$ cat config.mk
export PLATFORM = sky130hd
export DESIGN_NAME = i2c_reg_slave
export DESIGN_NICKNAME = d
export VERILOG_FILES = /design/src/rtl/i2c_reg_slave_pkg.sv /design/src/rtl/i2c_reg_slave_pin_filter.sv /design/src/rtl/i2c_reg_slave.sv
export SDC_FILE = /design/constraint.sdc
export NUM_CORES = 1
export LEC_CHECK = 0
export BUFFER_PORTS_ARGS = -buffer_cell sky130_fd_sc_hd__buf_2
export CAP_MARGIN = 20
export CORE_ASPECT_RATIO = 1.2
export CORE_UTILIZATION = 30
export CTS_BUF_LIST = sky130_fd_sc_hd__clkbuf_8 sky130_fd_sc_hd__clkbuf_16
export CTS_CLUSTER_DIAMETER = 60
export DETAILED_ROUTE_END_ITERATION = 6
export PLACE_DENSITY = 0.48
export SLEW_MARGIN = 20
export SYNTH_ARGS = -nofsm -noshare
export SYNTH_HDL_FRONTEND = slang
export SYNTH_SLANG_ARGS = --single-unit
export TNS_END_PERCENT = 5
$ cat constraint.sdc
create_clock -name clk_25 -period 4.4 [get_ports clk_25]
set_input_delay 0.44 -clock clk_25 [delete_from_list [all_inputs] [get_ports clk_25]]
set_output_delay 0.44 -clock clk_25 [all_outputs]
set_load 0.02 [all_outputs]
$ cat src/rtl/i2c_reg_slave_pkg.sv
// rtl/i2c_reg_slave_pkg.sv - shared FSM states, bus constants and helpers for the I2C register slave
package i2c_reg_slave_pkg;

  typedef enum logic [3:0] {
    ST_IDLE,
    ST_ADDR,
    ST_ADDR_ACK,
    ST_PTR,
    ST_PTR_ACK,
    ST_WDATA,
    ST_WDATA_ACK,
    ST_RDATA,
    ST_RDATA_ACK,
    ST_WAIT_STOP
  } state_t;

  localparam logic I2C_ACK  = 1'b0;
  localparam logic I2C_NACK = 1'b1;

  // General call (address 0) is never claimed, even if DEV_ADDR were set to it.
  function automatic logic addr_hit(input logic [7:0] frame, input logic [6:0] dev);
    return (frame[7:1] == dev) && (dev != 7'h00);
  endfunction

endpackage

$ cat src/rtl/i2c_reg_slave_pin_filter.sv
// rtl/i2c_reg_slave_pin_filter.sv - pad synchroniser plus run-length glitch filter with edge pulses
module i2c_reg_slave_pin_filter #(
  parameter int SYNC_STAGES = 2,
  parameter int FILT_LEN    = 3
) (
  input  logic clk_25,
  input  logic reset,
  input  logic pin,
  output logic level,
  output logic rise,
  output logic fall
);

  localparam int CW = (FILT_LEN > 1) ? $clog2(FILT_LEN) : 1;

  logic [SYNC_STAGES-1:0] sync;
  logic [CW-1:0]          cnt;
  logic                   sampled;

  assign sampled = sync[SYNC_STAGES-1];

  // Level flips only after FILT_LEN consecutive synchronised samples disagree with it.
  always_ff @(posedge clk_25 or posedge reset) begin
    if (reset) begin
      sync  <= '1;
      cnt   <= '0;
      level <= 1'b1;
      rise  <= 1'b0;
      fall  <= 1'b0;
    end else begin
      sync <= {sync[SYNC_STAGES-2:0], pin};
      rise <= 1'b0;
      fall <= 1'b0;
      if (sampled == level) begin
        cnt <= '0;
      end else if (cnt == CW'(FILT_LEN - 1)) begin
        level <= sampled;
        rise  <= sampled;
        fall  <= ~sampled;
        cnt   <= '0;
      end else begin
        cnt <= cnt + CW'(1);
      end
    end
  end

endmodule

$ cat src/rtl/i2c_reg_slave.sv
// rtl/i2c_reg_slave.sv - I2C slave with pin conditioning, auto-incrementing pointer and register file
module i2c_reg_slave
  import i2c_reg_slave_pkg::*;
#(
  parameter logic [6:0] DEV_ADDR    = 7'h70,
  parameter int         N_REGS      = 8,
  parameter int         SYNC_STAGES = 2,
  parameter int         FILT_LEN    = 3,
  parameter bit         PTR_WRAP    = 1'b1,
  parameter logic [7:0] RST_VAL     = 8'h00,
  parameter int         AW          = (N_REGS > 2) ? $clog2(N_REGS) : 1
) (
  input  logic                clk_25,
  input  logic                reset,
  input  logic                scl_in,
  input  logic                sda_in,
  output logic                sda_oe,
  output logic [N_REGS*8-1:0] regs_q,
  output logic                wr_stb,
  output logic [AW-1:0]       wr_addr,
  output logic                start_det,
  output logic                stop_det,
  output logic                busy
);

  logic scl, scl_rise, scl_fall;
  logic sda, sda_rise, sda_fall;

  i2c_reg_slave_pin_filter #(.SYNC_STAGES(SYNC_STAGES), .FILT_LEN(FILT_LEN)) u_scl_filt (
    .clk_25 (clk_25),
    .reset  (reset),
    .pin    (scl_in),
    .level  (scl),
    .rise   (scl_rise),
    .fall   (scl_fall)
  );

  i2c_reg_slave_pin_filter #(.SYNC_STAGES(SYNC_STAGES), .FILT_LEN(FILT_LEN)) u_sda_filt (
    .clk_25 (clk_25),
    .reset  (reset),
    .pin    (sda_in),
    .level  (sda),
    .rise   (sda_rise),
    .fall   (sda_fall)
  );

  state_t        state;
  logic [3:0]    bit_cnt;
  logic [7:0]    shift;
  logic [AW-1:0] ptr;
  logic [AW-1:0] ptr_next;
  logic          rw;
  logic          ack_pend;
  logic [7:0]    regs [N_REGS];
  logic [7:0]    frame;
  logic          ptr_ok;
  logic          start_cond;
  logic          stop_cond;

  assign start_cond = sda_fall & scl;
  assign stop_cond  = sda_rise & scl;
  assign frame      = {shift[6:0], sda};
  assign ptr_ok     = ({1'b0, frame} < 9'(N_REGS));

  always_comb begin
    ptr_next = ptr + AW'(1);
    if (ptr == AW'(N_REGS - 1)) begin
      ptr_next = PTR_WRAP ? '0 : ptr;
    end
  end

  for (genvar k = 0; k < N_REGS; k++) begin : g_regs_q
    assign regs_q[8*k +: 8] = regs[k];
  end

  // Bus conditions outrank any SCL edge in the same cycle, dropping partial bytes.
  // In read states the shifter holds the next bit to send in [7].
  always_ff @(posedge clk_25 or posedge reset) begin
    if (reset) begin
      state     <= ST_IDLE;
      bit_cnt   <= '0;
      shift     <= '0;
      ptr       <= '0;
      rw        <= 1'b0;
      ack_pend  <= 1'b0;
      sda_oe    <= 1'b0;
      wr_stb    <= 1'b0;
      wr_addr   <= '0;
      start_det <= 1'b0;
      stop_det  <= 1'b0;
      busy      <= 1'b0;
      for (int k = 0; k < N_REGS; k++) regs[k] <= RST_VAL;
    end else begin
      wr_stb    <= 1'b0;
      start_det <= 1'b0;
      stop_det  <= 1'b0;
      if (stop_cond) begin
        state    <= ST_IDLE;
        sda_oe   <= 1'b0;
        busy     <= 1'b0;
        ack_pend <= 1'b0;
        stop_det <= 1'b1;
      end else if (start_cond) begin
        state     <= ST_ADDR;
        bit_cnt   <= '0;
        sda_oe    <= 1'b0;
        ack_pend  <= 1'b0;
        start_det <= 1'b1;
      end else begin
        case (state)
          ST_ADDR: begin
            if (scl_rise) begin
              shift   <= frame;
              bit_cnt <= bit_cnt + 4'd1;
              if (bit_cnt == 4'd7) begin
                if (addr_hit(frame, DEV_ADDR)) begin
                  state    <= ST_ADDR_ACK;
                  rw       <= frame[0];
                  busy     <= 1'b1;
                  ack_pend <= 1'b1;
                end else begin
                  state <= ST_WAIT_STOP;
                end
              end
            end
          end
          ST_PTR, ST_WDATA: begin
            if (scl_rise) begin
              shift   <= frame;
              bit_cnt <= bit_cnt + 4'd1;
              if (bit_cnt == 4'd7) begin
                if (state == ST_WDATA) begin
                  regs[ptr] <= frame;
                  wr_stb    <= 1'b1;
                  wr_addr   <= ptr;
                  ptr       <= ptr_next;
                  state     <= ST_WDATA_ACK;
                  ack_pend  <= 1'b1;
                end else if (ptr_ok) begin
                  ptr      <= frame[AW-1:0];
                  state    <= ST_PTR_ACK;
                  ack_pend <= 1'b1;
                end else begin
                  state <= ST_WAIT_STOP;
                end
              end
            end
          end
          ST_ADDR_ACK, ST_PTR_ACK, ST_WDATA_ACK: begin
            if (scl_fall) begin
              if (ack_pend) begin
                sda_oe   <= ~I2C_ACK;
                ack_pend <= 1'b0;
              end else if (state == ST_ADDR_ACK && rw) begin
                state   <= ST_RDATA;
                shift   <= {regs[ptr][6:0], 1'b0};
                sda_oe  <= ~regs[ptr][7];
                bit_cnt <= 4'd1;
              end else begin
                state   <= (state == ST_ADDR_ACK) ? ST_PTR : ST_WDATA;
                sda_oe  <= 1'b0;
                bit_cnt <= '0;
              end
            end
          end
          ST_RDATA: begin
            if (scl_fall) begin
              if (bit_cnt == 4'd8) begin
                sda_oe   <= 1'b0;
                ack_pend <= 1'b0;
                state    <= ST_RDATA_ACK;
              end else begin
                sda_oe  <= ~shift[7];
                shift   <= {shift[6:0], 1'b0};
                bit_cnt <= bit_cnt + 4'd1;
              end
            end
          end
          ST_RDATA_ACK: begin
            if (scl_rise) begin
              if (sda == I2C_NACK) begin
                state <= ST_WAIT_STOP;
              end else begin
                ptr      <= ptr_next;
                ack_pend <= 1'b1;
              end
            end else if (scl_fall && ack_pend) begin
              ack_pend <= 1'b0;
              state    <= ST_RDATA;
              shift    <= {regs[ptr][6:0], 1'b0};
              sda_oe   <= ~regs[ptr][7];
              bit_cnt  <= 4'd1;
            end
          end
          default: begin
          end
        endcase
      end
    end
  end

endmodule

# Word-level counts from Yosys, hierarchy flattened
# Index checks and enable logic that the tools add are counted.
[op_classes] bitwise=11 muxes=102 eq_ne=52 add_sub_neg=4 n_reduce_logical=26 magnitude_cmp=3
[op_table] cell="4-bit two-way mux" count=24
[op_table] cell="8-bit two-way mux" count=11
[op_table] cell="64-bit bitwise mux" count=1
[op_table] cell="1-bit two-way mux" count=45
[op_table] cell="8-bit case mux with 4 select lines" count=1
[op_table] cell="4-bit != test (second input constant)" count=7
[op_table] cell="3-bit two-way mux" count=9
[op_table] cell="8-bit binary-select mux with 3-bit select" count=1
[op_table] cell="8-bit demux with 3-bit select" count=1
[op_table] cell="11-bit AND reduction" count=2
[op_table] cell="4-bit by 3-bit == test with 1-bit output (second input constant)" count=5
[op_table] cell="4-bit case mux with 5 select lines" count=1
[op_table] cell="4-bit by 3-bit != test with 1-bit output (second input constant)" count=4
[op_table] cell="4-bit case mux with 4 select lines" count=1
[op_table] cell="3-bit != test (second input constant)" count=5
[op_table] cell="2-bit != test (second input constant)" count=7
[op_table] cell="2-bit by 1-bit != test with 1-bit output (second input constant)" count=6
[op_table] cell="12-bit AND reduction" count=1
[op_table] cell="6-bit AND reduction" count=2
[op_table] cell="5-bit by 4-bit != test with 1-bit output (second input constant)" count=2
[op_table] cell="5-bit != test (second input constant)" count=2
[op_table] cell="5-bit AND reduction" count=2
[op_table] cell="2-bit nonzero test" count=5
[op_table] cell="5-bit nonzero test" count=2
[op_table] cell="30 further kinds" count=51
[word_totals] inputBits=4 elab_cells=228 output_inout_bits=72 ff_bits=107

# Longest topological paths before layout
[depth] ltp_word=11 depth_mapped=10 depth_no_buf=7

# Modules after synthesis
# From an unflattened synthesis, not the netlist that was laid out.
[unflattened] hier_cells=410 hier_area_um2=5333.9
[modules_own_cells] module="i2c_reg_slave" area_each_um2=4838.4 cells_per_inst=380 seq_area_each_um2=2327.2 instances=1
[modules_own_cells] module="i2c_reg_slave_pin_filter" area_each_um2=247.7 cells_per_inst=15 seq_area_each_um2=178.9 instances=2

# Least setup slack after synthesis
# No wires, ideal clock.
[synth_path] path_kind="flip-flop to flip-flop" start="reg bit_cnt[0]" end="reg regs, in the netlist regs_q[24]" n_path_buf=2 path_stages_with_launch=9 arrival_time_ps=2050 setup_time_ps=125 required_ps=4275 setup_slack_ps=2224 synth_period_minus_slack_ps=2176 path_cell_list="dfrtp_1 > ha_1 > and3b_1 > nand4_4 > or2_1 > buf_6 > or3_1 > buf_6 > mux2_4"
[synth_between] elab_chain_len=2
[synth_rtl] element="start: declaration" line="i2c_reg_slave.sv:48" source="logic [3:0] bit_cnt;"
[synth_rtl] element="start signal: assignment" line="i2c_reg_slave.sv:114" source="bit_cnt <= bit_cnt + 4'd1;"
[synth_rtl] element="start signal: assignment" line="i2c_reg_slave.sv:130" source="bit_cnt <= bit_cnt + 4'd1;"
[synth_rtl] element="start signal: assignment" line="i2c_reg_slave.sv:175" source="bit_cnt <= bit_cnt + 4'd1;"
[synth_rtl] element="4-bit by 3-bit == test with 1-bit output" line="i2c_reg_slave.sv:131" source="if (bit_cnt == 4'd7) begin"
[synth_rtl] element="6-bit AND reduction (no source line)"
[synth_rtl] element="end signal: indexed assignment" line="i2c_reg_slave.sv:133" source="regs[ptr] <= frame;"
[synth_rtl] element="end: declaration" line="i2c_reg_slave.sv:54" source="logic [7:0] regs [N_REGS];"
# No other way between the ends.
# A chain may end at the register's enable or synchronous reset.

# Worst setup path after layout
[layout_path] start="reg state[1]" end="reg state[0]"
[layout_between] elab_chain_len=8 elab_cells_between_ends=32 classes_between="eq/ne (18); mux (9); reduce/logical (5)"
[layout_rtl] element="start: declaration" line="i2c_reg_slave.sv:47" source="state_t state;"
[layout_rtl] element="start signal: assignment" line="i2c_reg_slave.sv:160" source="state <= (state == ST_ADDR_ACK) ? ST_PTR : ST_WDATA;"
[layout_rtl] element="4-bit by 2-bit == test with 1-bit output" line="i2c_reg_slave.sv:110, i2c_reg_slave.sv:154"
[layout_rtl] element="1-bit logical AND" line="i2c_reg_slave.sv:154" source="end else if (state == ST_ADDR_ACK && rw) begin"
[layout_rtl] element="3-bit two-way mux" line="i2c_reg_slave.sv:154"
[layout_rtl] element="4-bit two-way mux" line="i2c_reg_slave.sv:151" source="if (ack_pend) begin"
[layout_rtl] element="4-bit two-way mux" line="i2c_reg_slave.sv:150" source="if (scl_fall) begin"
[layout_rtl] element="4-bit case mux with 5 select lines" line="i2c_reg_slave.sv:110" source="case (state)"
[layout_rtl] element="4-bit two-way mux" line="i2c_reg_slave.sv:103" source="end else if (start_cond) begin"
[layout_rtl] element="4-bit two-way mux" line="i2c_reg_slave.sv:97" source="if (stop_cond) begin"
# Parallel ways exist; a longest one is shown, timed or not. The select of a mux whose other input is x is not followed.

==> implementation parameters <==
Parameter                              Value

GRT
  Global Route Usage Sum    between 10% and 20%
  M1 GR Usage    between 20% and 30%
  Met2 capacity usage during global routing    between 20 and 30%
  Global-route wire length before repair    between 20 and 25 mm
  Vias in the first global route    3939
  Number of antenna violations at the first check in global routing    0
  Remaining Overflow, GRT    0
  Pin count of the biggest net entering global routing    82
  Peak-usage layer in the global routing report    met2
  Global routing usage on met3    between 2 and 2.5%

Synthesis
  Cell count after synthesis    around 450
  Synthesized net count    about 460
  Ys flop type    sky130_fd_sc_hd__dfrtp_1
  Top post-synthesis cells by area    sky130_fd_sc_hd__dfrtp_1, sky130_fd_sc_hd__mux2_2, sky130_fd_sc_hd__mux2i_1, sky130_fd_sc_hd__mux4_2, sky130_fd_sc_hd__dfstp_2
  Leading cell type by number of instances after synthesis    sky130_fd_sc_hd__dfrtp_1
  Most used standard cells in the synthesized netlist    sky130_fd_sc_hd__dfrtp_1, sky130_fd_sc_hd__mux2_2, sky130_fd_sc_hd__nand2_1
  Synthesized area per cell    11.98 um^2
  Post-synth top area cell    sky130_fd_sc_hd__dfrtp_1
  Post-synth cell types    just under 60
  Asr flop ratio synth    100.0%
  Cell area after synthesis    5426 um^2
  Count of yosys warnings during synthesis    0
  Post-synthesis sequential area ratio    about half
  Number of flip-flops and latches in the synthesized netlist    around 110
  EDFF count, synth    0
  Synth top area share    46.58%

Power
  Leakage dissipation    a little over 3 nW
  Proportion of power drawn by combinational gates    29.7%
  IR Drop Worst-Case VDD    about 0.16 mV
  Power per cell area    slightly above 500 nW/um^2
  Switching power of the nets    between 0.001 and 0.0015 W
  Part of the power in registers    ~45%
  Part of the power in the clock network    between 20% and 30%
  Internal power summed over all cells    roughly 0.0019 W
  Sw frac    38.88%

Clock tree
  Post-CTS sizing    0
  CTS root buf    sky130_fd_sc_hd__clkbuf_16
  Later-pin clock latency in the skew report    0.36 ns
  Deepest clock path buffer count    2
  Cts hold-fix bufs    0
  Sinks on the clock net    between 100 and 150
  Number of buffers created by CTS    9
  H-tree depth    3
  Total setup buffers inserted after CTS    0
  Post-CTS clock slew at the launch and capture registers of the worst setup and hold paths    roughly 0.08 ns
  CTS tree    yes

Detailed routing
  Starting DRT DRC Count    around 150
  Final WL    between 10 and 15 mm
  Detailed-route wire length per cell    20.41 um
  Total number of vias    3864
  Drc violations    2
  DRT Pass-1 Iters    6
  Vias per cell    ~5.3
  Routed Antenna Nets    0

Floorplanning
  Initial Util    between 30% and 40%
  Area of the placeable core    17640 um^2
  Vertical die dimension    149.3 um
  Die width    approximately 120 um
  Die ar.    18630 um^2
  Cell row count    53
  Count of pins on the block boundary    76

Placement
  Count of input and output buffers    75
  HPWL Detailed    approximately 10 mm
  Inst Count DP    717
  Final weighted congestion of routability-driven global placement    about 0.85
  Instance area at placement    5933 um^2

Worst setup path
  Max Fanout on Critical Path    27
  WS Path Type    reg2reg
  Category of the worst setup path launch point    register
  Data required time at the worst endpoint    4.64 ns
  Sort of element at the end of the critical path    register
  Arrival time reported for the critical path endpoint    about 3.2 ns

Timing
  Final setup violation count    0
  Tightest slew margin relative to the limit    38.54%
  Number of max-slew violations in the final report    0
  Maximum clock rate    0.3397 GHz
  Worst Max-Slew Pin Slew    roughly 0.92 ns
  Minimum clock period after layout    slightly below 3 ns
  Unrepaired setup endpoints after global routing    no
  Worst setup skew after layout    0.008627 ns
  Hold Violations, Final    0
  Fraction of the cycle the final worst path needs    66.90%
  Total Neg Setup Slack    0 ns

Layout
  Design area    approximately 6200 um^2
  Layout fillers    between 1500 and 2000
  Sequential standard cell area    2685 um^2
  P&R area growth vs syn    14.50%
  Multi-input gate area    between 2000 and 3000 um^2
  Antenna Diode Count    0
  Share of post-route cells with drive strength above 1    38.40%
  Post-layout net count    516
  Non-filler instance count after layout    733

Flow run
  Max-capacitance violation count    0

Outcome
  Result of the run    finished with violations
  Violated checks    DRC

Hold path
  Hold WC Path Type    in2reg
## cell usage in the layout (no fill, tap or decap), types with 4 or more instances in the layout
| master | Yosys | routed |
|---|---|---|
| sky130_fd_sc_hd__o22ai_1 | 5 | 5 |
| sky130_fd_sc_hd__a221oi_1 | 5 | 5 |
| sky130_fd_sc_hd__nand2_1 | 29 | 29 |
| sky130_fd_sc_hd__clkbuf_16 | 0 | 9 |
| sky130_fd_sc_hd__mux2_2 | 70 | 70 |
| sky130_fd_sc_hd__a21oi_1 | 12 | 12 |
| sky130_fd_sc_hd__mux2_4 | 8 | 8 |
| sky130_fd_sc_hd__mux4_2 | 8 | 8 |
| sky130_fd_sc_hd__mux2i_1 | 21 | 21 |
| sky130_fd_sc_hd__a31oi_1 | 6 | 6 |
| sky130_fd_sc_hd__inv_1 | 14 | 15 |
| sky130_fd_sc_hd__dfrtp_1 | 101 | 101 |
| sky130_fd_sc_hd__o221ai_1 | 4 | 4 |
| sky130_fd_sc_hd__nand3_1 | 8 | 8 |
| sky130_fd_sc_hd__ha_1 | 4 | 4 |
| sky130_fd_sc_hd__dfstp_2 | 6 | 6 |
| sky130_fd_sc_hd__nor3_1 | 7 | 7 |
| sky130_fd_sc_hd__a22o_1 | 5 | 5 |
| sky130_fd_sc_hd__buf_4 | 1 | 4 |
| sky130_fd_sc_hd__buf_2 | 9 | 75 |
| sky130_fd_sc_hd__nand2b_1 | 11 | 11 |
| sky130_fd_sc_hd__o211ai_1 | 4 | 4 |
| sky130_fd_sc_hd__nor2_1 | 17 | 17 |
| sky130_fd_sc_hd__o31ai_1 | 5 | 5 |
| sky130_fd_sc_hd__o21ai_0 | 13 | 13 |
| sky130_fd_sc_hd__a211oi_1 | 5 | 5 |
## power by group through the flow
| stage | clock, W | sequential (W) | combinational [W] |
|---|---|---|---|
| after floorplan | 0 | 0.00119 | 0.000907 |
| after global placement | 0 | 0.00143 | 0.000925 |
| after detailed placement | 0 | 0.00143 | 0.000935 |
| after CTS | 0.000801 | 0.00142 | 0.000937 |
| after global routing | 0.000843 | 0.00145 | 0.00103 |
| final | 0.000778 | 0.00142 | 0.000929 |
## state kept, by name (all words and copies together) (netlist names)
| name | flops |
|---|---|
| u_sda_filt.fall | 1 |
| regs_q | 64 |
| shift | 8 |
| u_scl_filt.sync | 2 |
| wr_addr | 3 |
| busy | 1 |
| u_sda_filt.sync | 2 |
| stop_det | 1 |
| u_sda_filt.rise | 1 |
| u_scl_filt.cnt | 2 |
| ptr | 3 |
| rw | 1 |
| ack_pend | 1 |
| state | 4 |
| u_scl_filt.rise | 1 |
| start_det | 1 |
| bit_cnt | 4 |
| u_scl_filt.fall | 1 |
| wr_stb | 1 |
| sda_oe | 1 |
| u_scl_filt.level | 1 |
| u_sda_filt.cnt | 2 |
| u_sda_filt.level | 1 |
## per-layer routing
layer,wire length [um],vias up
li1,-,1779
met1,6513,1980
met2,7512,83
met3,560,22
met4,371,0
met5,0,-
## final cells by class
class | count | share of cell area, %
clock inverter | 7 | 0.8458
clock buffer | 9 | 3.625
sequential | 107 | 43.21
tap | 220 | 4.430
multi-input combinational | 297 | 40.43
timing repair buffer | 79 | 6.524
inverter | 14 | 0.9263
## critical path, stage by stage, from the launching register on
cell and delay [ns]:
sky130_fd_sc_hd__dfrtp_1 0.69, sky130_fd_sc_hd__or2_1 0.47, sky130_fd_sc_hd__a21oi_1 0.75, sky130_fd_sc_hd__buf_4 0.30, sky130_fd_sc_hd__and2_1 0.23, sky130_fd_sc_hd__a31oi_1 0.09
sky130_fd_sc_hd__mux2_2 0.28
## metrics by stage
| stage | setup WS, ns | total power (W) | hold slack (ns) | util (%) |
|---|---|---|---|---|
| global placement | 1.581 | 0.002355 | 0.3473 | 33.64 |
| CTS | 1.490 | 0.003156 | 0.1687 | 35.21 |
| floorplan | 1.153 | 0.002098 | 0.3452 | - |
| global route | 1.328 | 0.003317 | 0.1639 | 35.22 |
| finish | 1.456 | 0.003126 | 0.1734 | 35.22 |
| detailed placement | 1.522 | 0.002370 | 0.3479 | 33.64 |
## path summary, 6_finish.rpt
check | start | to | slack, ns | depth (start not counted)
min reg2reg | u_scl_filt.sync[0]$_DFF_PP1_ | u_scl_filt.sync[1]$_DFF_PP1_ | 0.36 | 0
max reg2reg | state[1]$_DFFE_PP0P_ | state[0]$_DFFE_PP0P_ | 1.46 | 6
min | scl_in | u_scl_filt.sync[0]$_DFF_PP1_ | 0.17 | 1
min in group asynchronous | reset | regs_q[48]$_DFFE_PP0P_ | 0.22 | 2
max in group asynchronous | reset | wr_stb$_DFF_PP0_ | 3.28 | 3
max | state[1]$_DFFE_PP0P_ | state[0]$_DFFE_PP0P_ | 1.46 | 6
## kinds of logic (layout without fill, tap and decap cells)
kind of cell               count (synthesis)  in the layout  share of synthesized area [%]
muxes                                    107            107                          23.93
DFF                                      107            107                          49.48
and+or+nand+nor                          106            106                          11.23
AOI/OAI and AO/OA                         80             80                          10.21
buffers and inverters                     49            109                          4.220
adders and majority gates                  4              4                         0.9223
(Power assumes the default switching activity.)
